### config.mk
export PLATFORM = sky130hd
export DESIGN_NAME = alu_issue
export DESIGN_NICKNAME = d
export VERILOG_FILES = /design/src/rtl/alu_issue.sv
export SDC_FILE = /design/constraint.sdc
export NUM_CORES = 1
export LEC_CHECK = 0
export CELL_PAD_IN_SITES_DETAIL_PLACEMENT = 0
export CELL_PAD_IN_SITES_GLOBAL_PLACEMENT = 1
export CORE_ASPECT_RATIO = 0.6
export CORE_MARGIN = 5
export CORE_UTILIZATION = 51
export CTS_CLUSTER_DIAMETER = 60
export DETAILED_ROUTE_END_ITERATION = 8
export DONT_BUFFER_PORTS = 1
export HOLD_SLACK_MARGIN = 0.15
export PLACE_DENSITY_LB_ADDON = 0.1
export SLEW_MARGIN = 20
export SYNTH_ARGS = -nofsm -noshare
export SYNTH_HDL_FRONTEND = slang
export SYNTH_SLANG_ARGS = --single-unit
### constraint.sdc
create_clock -name clk -period 8.5 [get_ports clk]
set_clock_uncertainty 0.05 [all_clocks]
set_input_delay 2.125 -clock clk [delete_from_list [all_inputs] [get_ports clk]]
set_output_delay 2.125 -clock clk [all_outputs]
set_load 0.02 [all_outputs]
### src/rtl/alu_issue.sv
// Operand-issue and writeback stage around the combinational alu execute unit.
// Define ALU_ISSUE_FWD_EN for operand forwarding; otherwise RAW hazards interlock.
module alu_issue #(
  parameter int unsigned XLEN  = 32,
  parameter int unsigned CNT_W = 16
) (
  input  logic             clk,
  input  logic             rst,
  input  logic             in_valid,
  output logic             in_ready,
  input  logic [3:0]       in_op,
  input  logic [4:0]       in_rs1_idx,
  input  logic [4:0]       in_rs2_idx,
  input  logic [XLEN-1:0]  in_rs1_data,
  input  logic [XLEN-1:0]  in_rs2_data,
  input  logic [XLEN-1:0]  in_imm,
  input  logic             in_use_imm,
  input  logic [4:0]       in_rd,
  input  logic             flush,
  input  logic             out_ready,
  input  logic [XLEN-1:0]  alu_result,
  output logic [XLEN-1:0]  a,
  output logic [XLEN-1:0]  b,
  output logic [3:0]       Alu_ctrl,
  output logic             ex_valid,
  output logic [4:0]       ex_rd,
  output logic             wb_we,
  output logic [4:0]       wb_rd,
  output logic [XLEN-1:0]  wb_data,
  output logic [CNT_W-1:0] stall_cnt
);

  logic [XLEN-1:0]  a_q, a_d, b_q, b_d;
  logic [3:0]       ctrl_q, ctrl_d;
  logic             ex_valid_q, ex_valid_d;
  logic [4:0]       ex_rd_q, ex_rd_d;
  logic             wb_we_q, wb_we_d;
  logic [4:0]       wb_rd_q, wb_rd_d;
  logic [XLEN-1:0]  wb_data_q, wb_data_d;
  logic [CNT_W-1:0] stall_cnt_q, stall_cnt_d;

  logic             retire, accept, interlock;
  logic [XLEN-1:0]  rs1_val, rs2_val;

  assign retire = ex_valid_q && out_ready && !flush;

`ifdef ALU_ISSUE_FWD_EN
  // Newest value wins: the retiring EX result, then the pending WB write, then the regfile.
  always_comb begin
    rs1_val = in_rs1_data;
    if (in_rs1_idx != 5'd0) begin
      if (retire && ex_rd_q == in_rs1_idx) begin
        rs1_val = alu_result;
      end else if (wb_we_q && wb_rd_q == in_rs1_idx) begin
        rs1_val = wb_data_q;
      end
    end
  end

  always_comb begin
    rs2_val = in_rs2_data;
    if (in_rs2_idx != 5'd0) begin
      if (retire && ex_rd_q == in_rs2_idx) begin
        rs2_val = alu_result;
      end else if (wb_we_q && wb_rd_q == in_rs2_idx) begin
        rs2_val = wb_data_q;
      end
    end
  end

  assign interlock = 1'b0;
`else
  logic ex_hit1, ex_hit2, wb_hit1, wb_hit2;

  assign rs1_val = in_rs1_data;
  assign rs2_val = in_rs2_data;

  // wb_we already implies wb_rd != 0, so only the EX side needs the x0 guard.
  always_comb begin
    ex_hit1   = ex_valid_q && (ex_rd_q != 5'd0) && (ex_rd_q == in_rs1_idx);
    ex_hit2   = ex_valid_q && (ex_rd_q != 5'd0) && (ex_rd_q == in_rs2_idx) && !in_use_imm;
    wb_hit1   = wb_we_q && (wb_rd_q == in_rs1_idx);
    wb_hit2   = wb_we_q && (wb_rd_q == in_rs2_idx) && !in_use_imm;
    interlock = ex_hit1 || ex_hit2 || wb_hit1 || wb_hit2;
  end
`endif

  assign in_ready = !flush && (!ex_valid_q || out_ready) && !interlock;
  assign accept   = in_valid && in_ready;

  always_comb begin
    a_d        = a_q;
    b_d        = b_q;
    ctrl_d     = ctrl_q;
    ex_rd_d    = ex_rd_q;
    ex_valid_d = ex_valid_q;
    if (flush) begin
      ex_valid_d = 1'b0;
    end else if (accept) begin
      a_d        = rs1_val;
      b_d        = in_use_imm ? in_imm : rs2_val;
      ctrl_d     = in_op;
      ex_rd_d    = in_rd;
      ex_valid_d = 1'b1;
    end else if (retire) begin
      ex_valid_d = 1'b0;
    end
  end

  always_comb begin
    wb_we_d   = retire && (ex_rd_q != 5'd0);
    wb_rd_d   = wb_rd_q;
    wb_data_d = wb_data_q;
    if (retire) begin
      wb_rd_d   = ex_rd_q;
      wb_data_d = alu_result;
    end
  end

  always_comb begin
    stall_cnt_d = stall_cnt_q;
    if (in_valid && !in_ready && stall_cnt_q != {CNT_W{1'b1}}) begin
      stall_cnt_d = stall_cnt_q + CNT_W'(1);
    end
  end

  always_ff @(posedge clk or posedge rst) begin
    if (rst) begin
      a_q         <= '0;
      b_q         <= '0;
      ctrl_q      <= 4'b0000;
      ex_valid_q  <= 1'b0;
      ex_rd_q     <= 5'd0;
      wb_we_q     <= 1'b0;
      wb_rd_q     <= 5'd0;
      wb_data_q   <= '0;
      stall_cnt_q <= '0;
    end else begin
      a_q         <= a_d;
      b_q         <= b_d;
      ctrl_q      <= ctrl_d;
      ex_valid_q  <= ex_valid_d;
      ex_rd_q     <= ex_rd_d;
      wb_we_q     <= wb_we_d;
      wb_rd_q     <= wb_rd_d;
      wb_data_q   <= wb_data_d;
      stall_cnt_q <= stall_cnt_d;
    end
  end

  assign a         = a_q;
  assign b         = b_q;
  assign Alu_ctrl  = ctrl_q;
  assign ex_valid  = ex_valid_q;
  assign ex_rd     = ex_rd_q;
  assign wb_we     = wb_we_q;
  assign wb_rd     = wb_rd_q;
  assign wb_data   = wb_data_q;
  assign stall_cnt = stall_cnt_q;

endmodule

==> flow_summary.json <==
{
  "status": "completed",
  "drv_slew": 0,
  "fmax_ghz": 0.184,
  "clock_latency_ns": 0.41,
  "netlist_instances": 417,
  "rr_endpoint": "a[9]$_DFFE_PP0P_",
  "yosysSeqAreaShare_pct": 58.0,
  "synth_edf_count": 0,
  "yosysWarnings": 0,
  "cp.arrival_ns": 3.25,
  "grt_usage_pct": 20.3,
  "viasPerCell": 5.62,
  "cts.repair.resized": 0,
  "grt_pass1_wl_um": 20300,
  "endpoint_kind": "output port",
  "postSynth.asyncResetShare_pct": 100,
  "rows": 29,
  "startpoint_type": "input port",
  "vias": 3199,
  "p_int_mw": 1.32,
  "combPwrFrac_pct": 10.7,
  "min_path_cells": 2,
  "slew_headroom_pct": 28.1,
  "postRouteAntennaNets": 0,
  "finalCriticalPeriod_ns": 5.43,
  "die-area_mm2": 0.0131,
  "drt-wirelength-per-cell_um": 23.8,
  "critical_path_required_ns": 6.33,
  "setup_viol": 0,
  "antenna_found_initial": 1,
  "worstRegToRegCells": 6,
  "grt_overflow": 0,
  "final_nets": 572,
  "ys_ff_latch": 128,
  "wl_um": 13500,
  "cts_sinks": 128,
  "final_cell_mix": "128 x dfrtp_1, 78 x mux2_2, 40 x nand2_1",
  "min_from": "b[11]$_DFFE_PP0P_",
  "core_mm2": 0.0106,
  "grt_max_degree": 107,
  "place_congestion": 0.780,
  "power_frac_clock_pct": 36.6,
  "cp_max_fo": 16,
  "cts_hold_buf": 0,
  "drt-initial-drc-count": 130,
  "cap_violations": 0,
  "hold_path.class": "reg2reg",
  "drive_above_1_share_pct": 29.3,
  "top_usage_layer": "met2",
  "synth.net_count": 571,
  "grtUsageMet1_pct": 23.8,
  "swShare_pct": 33.3,
  "syn_avg_cell_area_um2": 13.3,
  "cts_root_buffer": "clkbuf_16",
  "grt_pass1_vias": 3467,
  "die_h_um": 90.6,
  "dr.pass1.iters": 4,
  "rrSetupSlack_ns": 5.42,
  "clk_pin_slew_ns": 0.06,
  "sequentialPowerShare_pct": 52.7,
  "whs_endpoint": "b[11]$_DFFE_PP0P_",
  "cts_buffers": 17,
  "fin_tns_setup_ns": 0,
  "critPathKind": "in2out",
  "hpwl_um": 10200,
  "power_density_mw_per_mm2": 319,
  "htree_levels": 4,
  "portBuffers": 0,
  "p_switching_mw": 0.660,
  "p_leak_nw": 2.78,
  "io_pins": 282,
  "hold_viol_final": 0,
  "synth_top_cell_area_share_pct": 58.0,
  "ys_types": 38,
  "rsz0062_at_grt": "no",
  "cts_tree": "done",
  "grt_use_met3_pct": 9.47,
  "grt_use_met2_pct": 32.7,
  "route.detailed.drc": 0,
  "diodes": 0,
  "die_x_um": 144,
  "yosys.area.top_type": "dfrtp_1",
  "ys.flop_type": "dfrtp_1",
  "post-route-period-util_pct": 63.8,
  "syn_area_mm2": 0.00553,
  "initial_core_util_pct": 52.2,
  "final_common_cell": "dfrtp_1",
  "clockBufferDepth": 2,
  "finalPower_mw": 1.98,
  "r2r_start": "ex_rd[0]$_DFFE_PP0P_",
  "synthTopCellsByArea": "dfrtp_1 58%, mux2_2 16%, mux2i_1 5.8%",
  "area_growth_pct": 12.4,
  "peakVddDrop_mv": 0.215,
  "post_cts.repair.setup_buffers": 0,
  "worstMarginPinSlew_ns": 1.08
}
==> critical path: stages <==
cell	delay (ns)
xnor2_1	0.16
nand4_1	0.15
o32a_1	0.42
o211a_4	0.39
==> metrics by stage <==
stage	instances	worst slack [ns]	utilization (%)	cell area (µm²)	hold slack (ns)
after floorplan	417	2.91	-	5530	0.529
after global placement	538	3.12	53.0	5620	0.564
after detailed placement	538	3.08	53.0	5620	0.574
after CTS	569	3.08	58.6	6210	0.585
after global routing	569	3.00	58.6	6210	0.595
final	569	3.07	58.6	6210	0.576
==> cells by family after synthesis <==
logic type               Yosys count  share of synthesized area (%)
XOR/XNOR                          35                           5.55
AO/OA/AOI/OAI                     41                           4.51
adder cells (fa/ha/maj)            1                          0.226
AND/OR/NAND/NOR                   75                           7.40
multiplexers                     111                           21.9
buffers and inverters             26                           2.47
flip-flops                       128                           58.0
==> flip-flops by register name (all words and copies together), names as in the netlist <==
signal	count
b	32
a	32
ex_rd	5
wb_data	32
wb_rd	5
ex_valid	1
stall_cnt	16
wb_we	1
Alu_ctrl	4
==> how the worst max path moves through the flow <==
stage / start / end / slack (ns) / depth (start not counted)
after global placement: in_rs2_idx[2] / in_ready / 3.12 / 4
after CTS: in_rs2_idx[1] / in_ready / 3.08 / 4
after floorplan: rst / Alu_ctrl[0]$_DFFE_PP0P_ / 2.91 / 1
after detailed placement: in_rs2_idx[1] / in_ready / 3.08 / 4
final: in_rs2_idx[1] / in_ready / 3.07 / 4
after global routing: in_rs2_idx[4] / in_ready / 3.00 / 4
==> power by group through the flow <==
stage	Clock (mW)	Combinational, mW	Sequential, mW
after floorplan	0	0.190	0.997
after detailed placement	0	0.216	1.06
after global routing	0.767	0.239	1.06
after CTS	0.740	0.216	1.05
final	0.724	0.212	1.04
after global placement	0	0.203	1.06
==> area by class of cell <==
class	instances	area [µm²]
clock inverter	13	165
sequential	128	3200
tap	139	174
timing repair buffer	2	15.0
multi-input combinational	263	2200
clock buffer	18	429
inverter	6	25.0
fill	851	4390
==> cell usage after synthesis, drive strengths merged (3+ instances only) <==
cell	instances
buf	12
clkbuf	8
dfrtp	128
inv	6
mux2	79
mux2i	32
nand2	40
nand3	5
nand4	3
nor2	8
nor3	5
nor4	7
o21ai	34
xnor2	14
xor2	21
==> metal layers <==
metal	vias up	share of wire, %
met5	-	0.052
met4	2	1.4
met3	19	11
met2	149	50
met1	1569	38
li1	1460	-
Power figures use the tool's default switching activity.
